$ cat src/rtl/uart_pkg.sv
// Shared definitions for the UART transmit path.
// Provides the scheduler state encoding, the frame timing constants, and
// the default watchdog limit that is derived from those constants.
package uart_pkg;

    localparam int CLK_PER_BIT = 2500;
    localparam int FRAME_BITS  = 10;
    // One full frame plus a 5000-cycle margin before the watchdog declares
    // the transmitter stuck.
    localparam int TIMEOUT_CYC = CLK_PER_BIT * FRAME_BITS + 5000;

    typedef enum logic [1:0] {
        IDLE  = 2'd0,
        ISSUE = 2'd1,
        WAIT  = 2'd2
    } sched_state_t;

endpackage

$ cat src/rtl/uart_tx_scheduler_if.sv
// Handshake bundle between the requesters, the transmit scheduler and the
// UART byte transmitter.
//   req_valid/req_data/req_ack : per-requester byte offer and capture pulse
//   tx_ready/tx_done           : transmitter status
//   tx_start/tx_data           : start pulse and held byte to transmitter
//   grant_id/busy/timeout_err  : scheduler status
// master = scheduler side, slave = requester/transmitter side.
interface uart_tx_scheduler_if #(
    parameter int N_REQ  = 4,
    parameter int DATA_W = 8
);
    logic [N_REQ-1:0]         req_valid;
    logic [N_REQ*DATA_W-1:0]  req_data;
    logic [N_REQ-1:0]         req_ack;
    logic                     tx_ready;
    logic                     tx_done;
    logic                     tx_start;
    logic [DATA_W-1:0]        tx_data;
    logic [$clog2(N_REQ)-1:0] grant_id;
    logic                     busy;
    logic                     timeout_err;

    modport master (
        input  req_valid, req_data, tx_ready, tx_done,
        output req_ack, tx_start, tx_data, grant_id, busy, timeout_err
    );

    modport slave (
        output req_valid, req_data, tx_ready, tx_done,
        input  req_ack, tx_start, tx_data, grant_id, busy, timeout_err
    );
endinterface

$ cat src/rtl/rr_arbiter.sv
// Combinational round-robin arbiter.
//   req          : request vector
//   last_grant   : index served most recently (lowest priority now)
//   grant_onehot : one-hot winner, zero when no request
//   grant_idx    : binary index of the winner, zero when no request
// Priority starts at last_grant+1 and wraps modulo N_REQ.
module rr_arbiter #(
    parameter int N_REQ = 4
) (
    input  logic [N_REQ-1:0]         req,
    input  logic [$clog2(N_REQ)-1:0] last_grant,
    output logic [N_REQ-1:0]         grant_onehot,
    output logic [$clog2(N_REQ)-1:0] grant_idx
);
    localparam int IDX_W = $clog2(N_REQ);

    // Scan from the lowest-priority slot (last_grant itself) toward the
    // highest (last_grant+1); the final match is the highest-priority one.
    always_comb begin
        grant_onehot = '0;
        grant_idx    = '0;
        for (int k = N_REQ; k >= 1; k--) begin
            automatic int idx = (int'(last_grant) + k) % N_REQ;
            if (req[idx]) begin
                grant_onehot      = '0;
                grant_onehot[idx] = 1'b1;
                grant_idx         = IDX_W'(idx);
            end
        end
    end
endmodule

$ cat src/rtl/uart_tx_scheduler.sv
// Round-robin scheduler sharing one UART byte transmitter among N_REQ
// requesters, with a watchdog against a transmitter that never completes.
//   clk, rst : clock and asynchronous active-high reset
//   bus      : master modport of uart_tx_scheduler_if (requests, acks,
//              transmitter handshake and status outputs)
// All outputs are registered.
module uart_tx_scheduler #(
    parameter int N_REQ       = 4,
    parameter int DATA_W      = 8,
    parameter int TIMEOUT_CYC = uart_pkg::TIMEOUT_CYC
) (
    input  logic                clk,
    input  logic                rst,
    uart_tx_scheduler_if.master bus
);
    import uart_pkg::*;

    localparam int IDX_W = $clog2(N_REQ);
    localparam int WD_W  = $clog2(TIMEOUT_CYC);

    sched_state_t     state;
    logic [IDX_W-1:0] last_grant;
    logic [WD_W-1:0]  wdog;
    logic [N_REQ-1:0] arb_onehot;
    logic [IDX_W-1:0] arb_idx;

    rr_arbiter #(.N_REQ(N_REQ)) u_arb (
        .req          (bus.req_valid),
        .last_grant   (last_grant),
        .grant_onehot (arb_onehot),
        .grant_idx    (arb_idx)
    );

    always_ff @(posedge clk or posedge rst) begin
        if (rst) begin
            state           <= IDLE;
            last_grant      <= IDX_W'(N_REQ - 1);
            wdog            <= '0;
            bus.tx_start    <= 1'b0;
            bus.req_ack     <= '0;
            bus.tx_data     <= '0;
            bus.grant_id    <= '0;
            bus.busy        <= 1'b0;
            bus.timeout_err <= 1'b0;
        end else begin
            // Start and ack are single-cycle pulses emitted in ISSUE only.
            bus.tx_start <= 1'b0;
            bus.req_ack  <= '0;
            case (state)
                IDLE: begin
                    if (bus.tx_ready && (|bus.req_valid)) begin
                        bus.tx_data  <= bus.req_data[arb_idx*DATA_W +: DATA_W];
                        bus.grant_id <= arb_idx;
                        bus.tx_start <= 1'b1;
                        bus.req_ack  <= arb_onehot;
                        bus.busy     <= 1'b1;
                        state        <= ISSUE;
                    end
                end
                ISSUE: begin
                    last_grant <= bus.grant_id;
                    wdog       <= '0;
                    state      <= WAIT;
                end
                WAIT: begin
                    // Completion takes precedence over a simultaneous expiry.
                    if (bus.tx_done) begin
                        bus.busy <= 1'b0;
                        state    <= IDLE;
                    end else if (wdog == WD_W'(TIMEOUT_CYC - 1)) begin
                        bus.timeout_err <= 1'b1;
                        bus.busy        <= 1'b0;
                        state           <= IDLE;
                    end else if (wdog != {WD_W{1'b1}}) begin
                        wdog <= wdog + 1'b1;
                    end
                end
                default: begin
                    bus.busy <= 1'b0;
                    state    <= IDLE;
                end
            endcase
        end
    end
endmodule

$ cat src/flat_wrapper.sv
// flat-port wrapper written by rule: the top's interface ports become plain ports
module uart_tx_scheduler_flat import uart_pkg::*;
#(
    parameter int N_REQ       = 4,
    parameter int DATA_W      = 8,
    parameter int TIMEOUT_CYC = uart_pkg::TIMEOUT_CYC
)
  (clk, rst, bus_req_valid, bus_req_data, bus_tx_ready, bus_tx_done, bus_req_ack, bus_tx_start, bus_tx_data, bus_grant_id, bus_busy, bus_timeout_err);
  uart_tx_scheduler_if #(.N_REQ(N_REQ), .DATA_W(DATA_W)) bus_i ();
  input  logic clk;
  input  logic rst;
  input wire logic [$bits(bus_i.req_valid)-1:0] bus_req_valid;
  input wire logic [$bits(bus_i.req_data)-1:0] bus_req_data;
  input wire logic [$bits(bus_i.tx_ready)-1:0] bus_tx_ready;
  input wire logic [$bits(bus_i.tx_done)-1:0] bus_tx_done;
  output wire logic [$bits(bus_i.req_ack)-1:0] bus_req_ack;
  output wire logic [$bits(bus_i.tx_start)-1:0] bus_tx_start;
  output wire logic [$bits(bus_i.tx_data)-1:0] bus_tx_data;
  output wire logic [$bits(bus_i.grant_id)-1:0] bus_grant_id;
  output wire logic [$bits(bus_i.busy)-1:0] bus_busy;
  output wire logic [$bits(bus_i.timeout_err)-1:0] bus_timeout_err;
  assign bus_i.req_valid = bus_req_valid;
  assign bus_i.req_data = bus_req_data;
  assign bus_i.tx_ready = bus_tx_ready;
  assign bus_i.tx_done = bus_tx_done;
  assign bus_req_ack = bus_i.req_ack;
  assign bus_tx_start = bus_i.tx_start;
  assign bus_tx_data = bus_i.tx_data;
  assign bus_grant_id = bus_i.grant_id;
  assign bus_busy = bus_i.busy;
  assign bus_timeout_err = bus_i.timeout_err;
  uart_tx_scheduler #(.N_REQ(N_REQ), .DATA_W(DATA_W), .TIMEOUT_CYC(TIMEOUT_CYC)) u_core (.clk(clk), .rst(rst), .bus(bus_i));
endmodule
$ cat config.mk
export PLATFORM = sky130hd
export DESIGN_NAME = uart_tx_scheduler_flat
export DESIGN_NICKNAME = d
export VERILOG_FILES = /design/src/rtl/uart_pkg.sv /design/src/rtl/uart_tx_scheduler_if.sv /design/src/rtl/rr_arbiter.sv /design/src/rtl/uart_tx_scheduler.sv /design/src/flat_wrapper.sv
export SDC_FILE = /design/constraint.sdc
export NUM_CORES = 1
export LEC_CHECK = 0
export ABC_AREA = 0
export CORE_UTILIZATION = 53
export CTS_CLUSTER_SIZE = 12
export DETAILED_ROUTE_END_ITERATION = 12
export PLACE_DENSITY = 0.83
export SYNTH_ARGS = -nofsm -noshare
export SYNTH_HDL_FRONTEND = slang
export SYNTH_HIERARCHICAL = 1
export SYNTH_SLANG_ARGS = --single-unit
export TNS_END_PERCENT = 5
$ cat constraint.sdc
create_clock -name clk -period 9.1 [get_ports clk]
set_input_delay 1.365 -clock clk [delete_from_list [all_inputs] [get_ports clk]]
set_output_delay 1.365 -clock clk [all_outputs]
set_load 0.03 [all_outputs]
==> reports/results.tsv <==
metric	value	unit
status	finished, violations left	
failing checks	DRC	
Worst-Margin Slew	0.695	ns
H-tree levels	2	
Cells after Synth	244	
CTS Buf Count	5	
row count	24	
met1 Resource Use GR	29.8	%
number of DRC violations after detailed-routing iteration 0	158	
Synth async-reset ratio	100	%
share of layout cells above drive strength 1	15.8	%
Routed Antenna Nets	0	
setup TNS	0	ns
setup slack, reg-to-reg	5.44	ns
Design Area, Final	3180	µm²
EDFF count, synth	0	
first-pass GRT wire length	9650	µm
Reg2Reg Depth	9	
fin crit share	42.4	%
synthesis-stage register bit count	36	
Area contributors post-synth	dfrtp_1, mux4_2, mux2_2	
Hold Fails Final Rpt	0	
share of the synthesized area in the top cell type	33.3	%
Pwr Density	308	nW/µm²
drt pass-1 iters	8	
DR vias/cell	6.37	
met3 usage	8.02	%
Top cell by count, worst path	mux2i_1	
Routed WL	5680	µm
CORE AREA	4500	µm²
Slew headroom	53.3	%
Pins Over Slew Limit	0	
pin count of the biggest net entering global routing	37	
Worst path top cell family by delay	multiplexers	
Worst Hold Depth	1	
CTS tree	built	
area leader, netlist	dfrtp_1	
Pleak	1.27	nW
vias in the first global route	2090	
clk slew on worst S/H paths	0.07	ns
RR Startpoint	u_core/last_grant[0]$_DFFE_PP1P_	
critical path arrival	4.04	ns
clk_lat worst skew	0.29	ns
CTS sink cnt	36	
DRC viols	4	
Most used DFF post-synth	dfrtp_1	
Die X-Extent	71.4	µm
Syn Area/Cell	10.5	µm²
Worst IR Drop VDD	0.000225	V
gr usage total	24.4	%
Max FO, Critical Path	10	
post-CTS setup buffer count	0	
post_cts resized	0	
element type at the critical path end	flip-flop	
n_diodes	0	
Max clock buf depth	2	
Largest stage delay, worst path	0.67	ns
GRT Max-Usage Layer	met2	
part of the Yosys area used for sequential elements	35.4	%
CTS Root Cell	clkbuf_8	
full die area	5100	µm²
GPL Wtd Cong	0.838	
post-place instance area	3090	µm²
Mapped Area	2550	µm²
hold path endpoint	u_core/bus.timeout_err$_DFFE_PP0P_	
Max Cap Viol	0	
NumNets Final	337	
unrepaired setup endpoints after global routing	no	
syn nets	291	
Critical R2R Capture	u_core/bus.tx_data[3]$_DFFE_PP0P_	
I/O pin cnt	57	
Layout area overhead	24.5	%
Worst Hold Launch	u_core/bus.timeout_err$_DFFE_PP0P_	
crit path launch type	input pin	
Max Fclk	259	MHz
Ys Warns	6	
CP Class	in2reg	
DP Wirelength	4060	µm
Hold WC Path Type	reg2reg	
global-route met2 utilization	41.2	%
slowest CP cell	clkdlybuf4s50_1	
Starting Density	56.7	%
Worst Path Buf+Inv	2	
Hold-fix buffers, CTS	0	
# port buffers	56	
Routed wire per std cell	16.5	µm
endpoints failing setup	0	
die height	71.4	µm
vias	2185	
GRT Residual Overflow	0	
Fin Clk Skew	0.00812	ns
Distinct cells, synth	52	
WP data required	9.28	ns
crit path cell chain	clkdlybuf4s50_1, mux2i_1, mux2i_1, a21oi_1, o22ai_1, buf_4, mux4_2, mux2_2	
initial antenna violation count	0	
final worst path period need	3.86	ns
CP Depth	8	
==> cell usage after synthesis, drive strengths merged, types with 7 or more instances <==
cell type  count
mux2          14
mux2i          8
nand3b         7
nand3         14
clkbuf         8
nand2         13
a21oi          9
mux4          10
ha             7
o211ai        10
nor2           7
buf           13
dfrtp         34
nor2b          8
==> how the worst max path moves through the flow <==
stage,start,endpoint
after detailed placement,bus_req_valid[2],u_core/bus.tx_data[3]$_DFFE_PP0P_
after floorplan,bus_req_valid[2],u_core/bus.tx_data[2]$_DFFE_PP0P_
after CTS,bus_req_valid[2],u_core/bus.tx_data[3]$_DFFE_PP0P_
after global routing,bus_req_valid[2],u_core/bus.tx_data[3]$_DFFE_PP0P_
final,bus_req_valid[2],u_core/bus.tx_data[3]$_DFFE_PP0P_
after global placement,bus_req_valid[2],u_core/bus.tx_data[6]$_DFFE_PP0P_
==> cells by family after synthesis <==
| kind of cell | share of synthesized area (%) |
|---|---|
| fa+ha+maj | 3.43 |
| simple gates | 21.9 |
| flops | 35.4 |
| buf+inv | 5.59 |
| compound gates | 15.5 |
| mux | 18.1 |
==> per-stage QoR <==
stage	instances	utilization (%)	total power, mW	setup slack (ns)	hold slack, ns
global placement	335	68.6	0.845	5.12	0.442
finish	343	70.6	0.980	5.24	0.462
detailed placement	335	68.6	0.863	5.01	0.451
floorplan	244	-	0.716	5.52	0.477
CTS	343	70.6	0.982	5.30	0.464
global route	343	70.6	1.05	5.05	0.491
==> area by class of cell <==
class	count	area [µm²]
fillers	350	1330
well taps	52	65.1
repair buffers	60	591
inverters	6	22.5
clock buffers	8	90.1
flip-flops and latches	36	903
multi-input cells	181	1510
==> placed cells by master (no fill, tap or decap), drive strengths merged, types with 3 or more instances in the layout <==
| master | instances |
|---|---|
| inv | 6 |
| nand3b | 7 |
| mux2i | 8 |
| nand3 | 14 |
| mux2 | 14 |
| o21ai | 5 |
| a21oi | 9 |
| a22o | 5 |
| buf | 4 |
| nor3 | 3 |
| nor2 | 7 |
| o211ai | 10 |
| dfrtp | 34 |
| mux4 | 10 |
| nand2b | 5 |
| nand2 | 13 |
| nand4 | 3 |
| nor4b | 3 |
| a221oi | 4 |
| and4 | 3 |
| a31oi | 4 |
| and2 | 4 |
| a221o | 3 |
| nor4 | 4 |
| or3 | 6 |
| ha | 7 |
| a41oi | 3 |
| o41ai | 4 |
| clkbuf | 8 |
| clkdlybuf4s50 | 56 |
| nor2b | 8 |
==> registers in the layout (all words and copies together), names as in the netlist <==
signal / flops
u_core/wdog: 15
u_core/bus.tx_data: 8
u_core/bus.req_ack: 4
u_core/bus.grant_id: 2
u_core/last_grant: 2
u_core/state: 2
u_core/bus.busy: 1
u_core/bus.timeout_err: 1
u_core/bus.tx_start: 1
==> where the power goes <==
part	total [mW]	internal (mW)	switching (mW)	leakage, nW
clock network	0.118	0.0617	0.0561	0.0455
logic	0.569	0.289	0.280	0.766
registers	0.294	0.217	0.0768	0.462
total	0.980	0.568	0.413	1.27
==> layer usage <==
layer  up-vias  part of all wire [%]  wire, µm
li1       1032                     -         -
met1      1057                    41      2350
met2        89                    49      2770
met3         7                   8.7       496
met4         0                   1.1        61
met5         -                     0         0
Power figures use the tool's default switching activity.
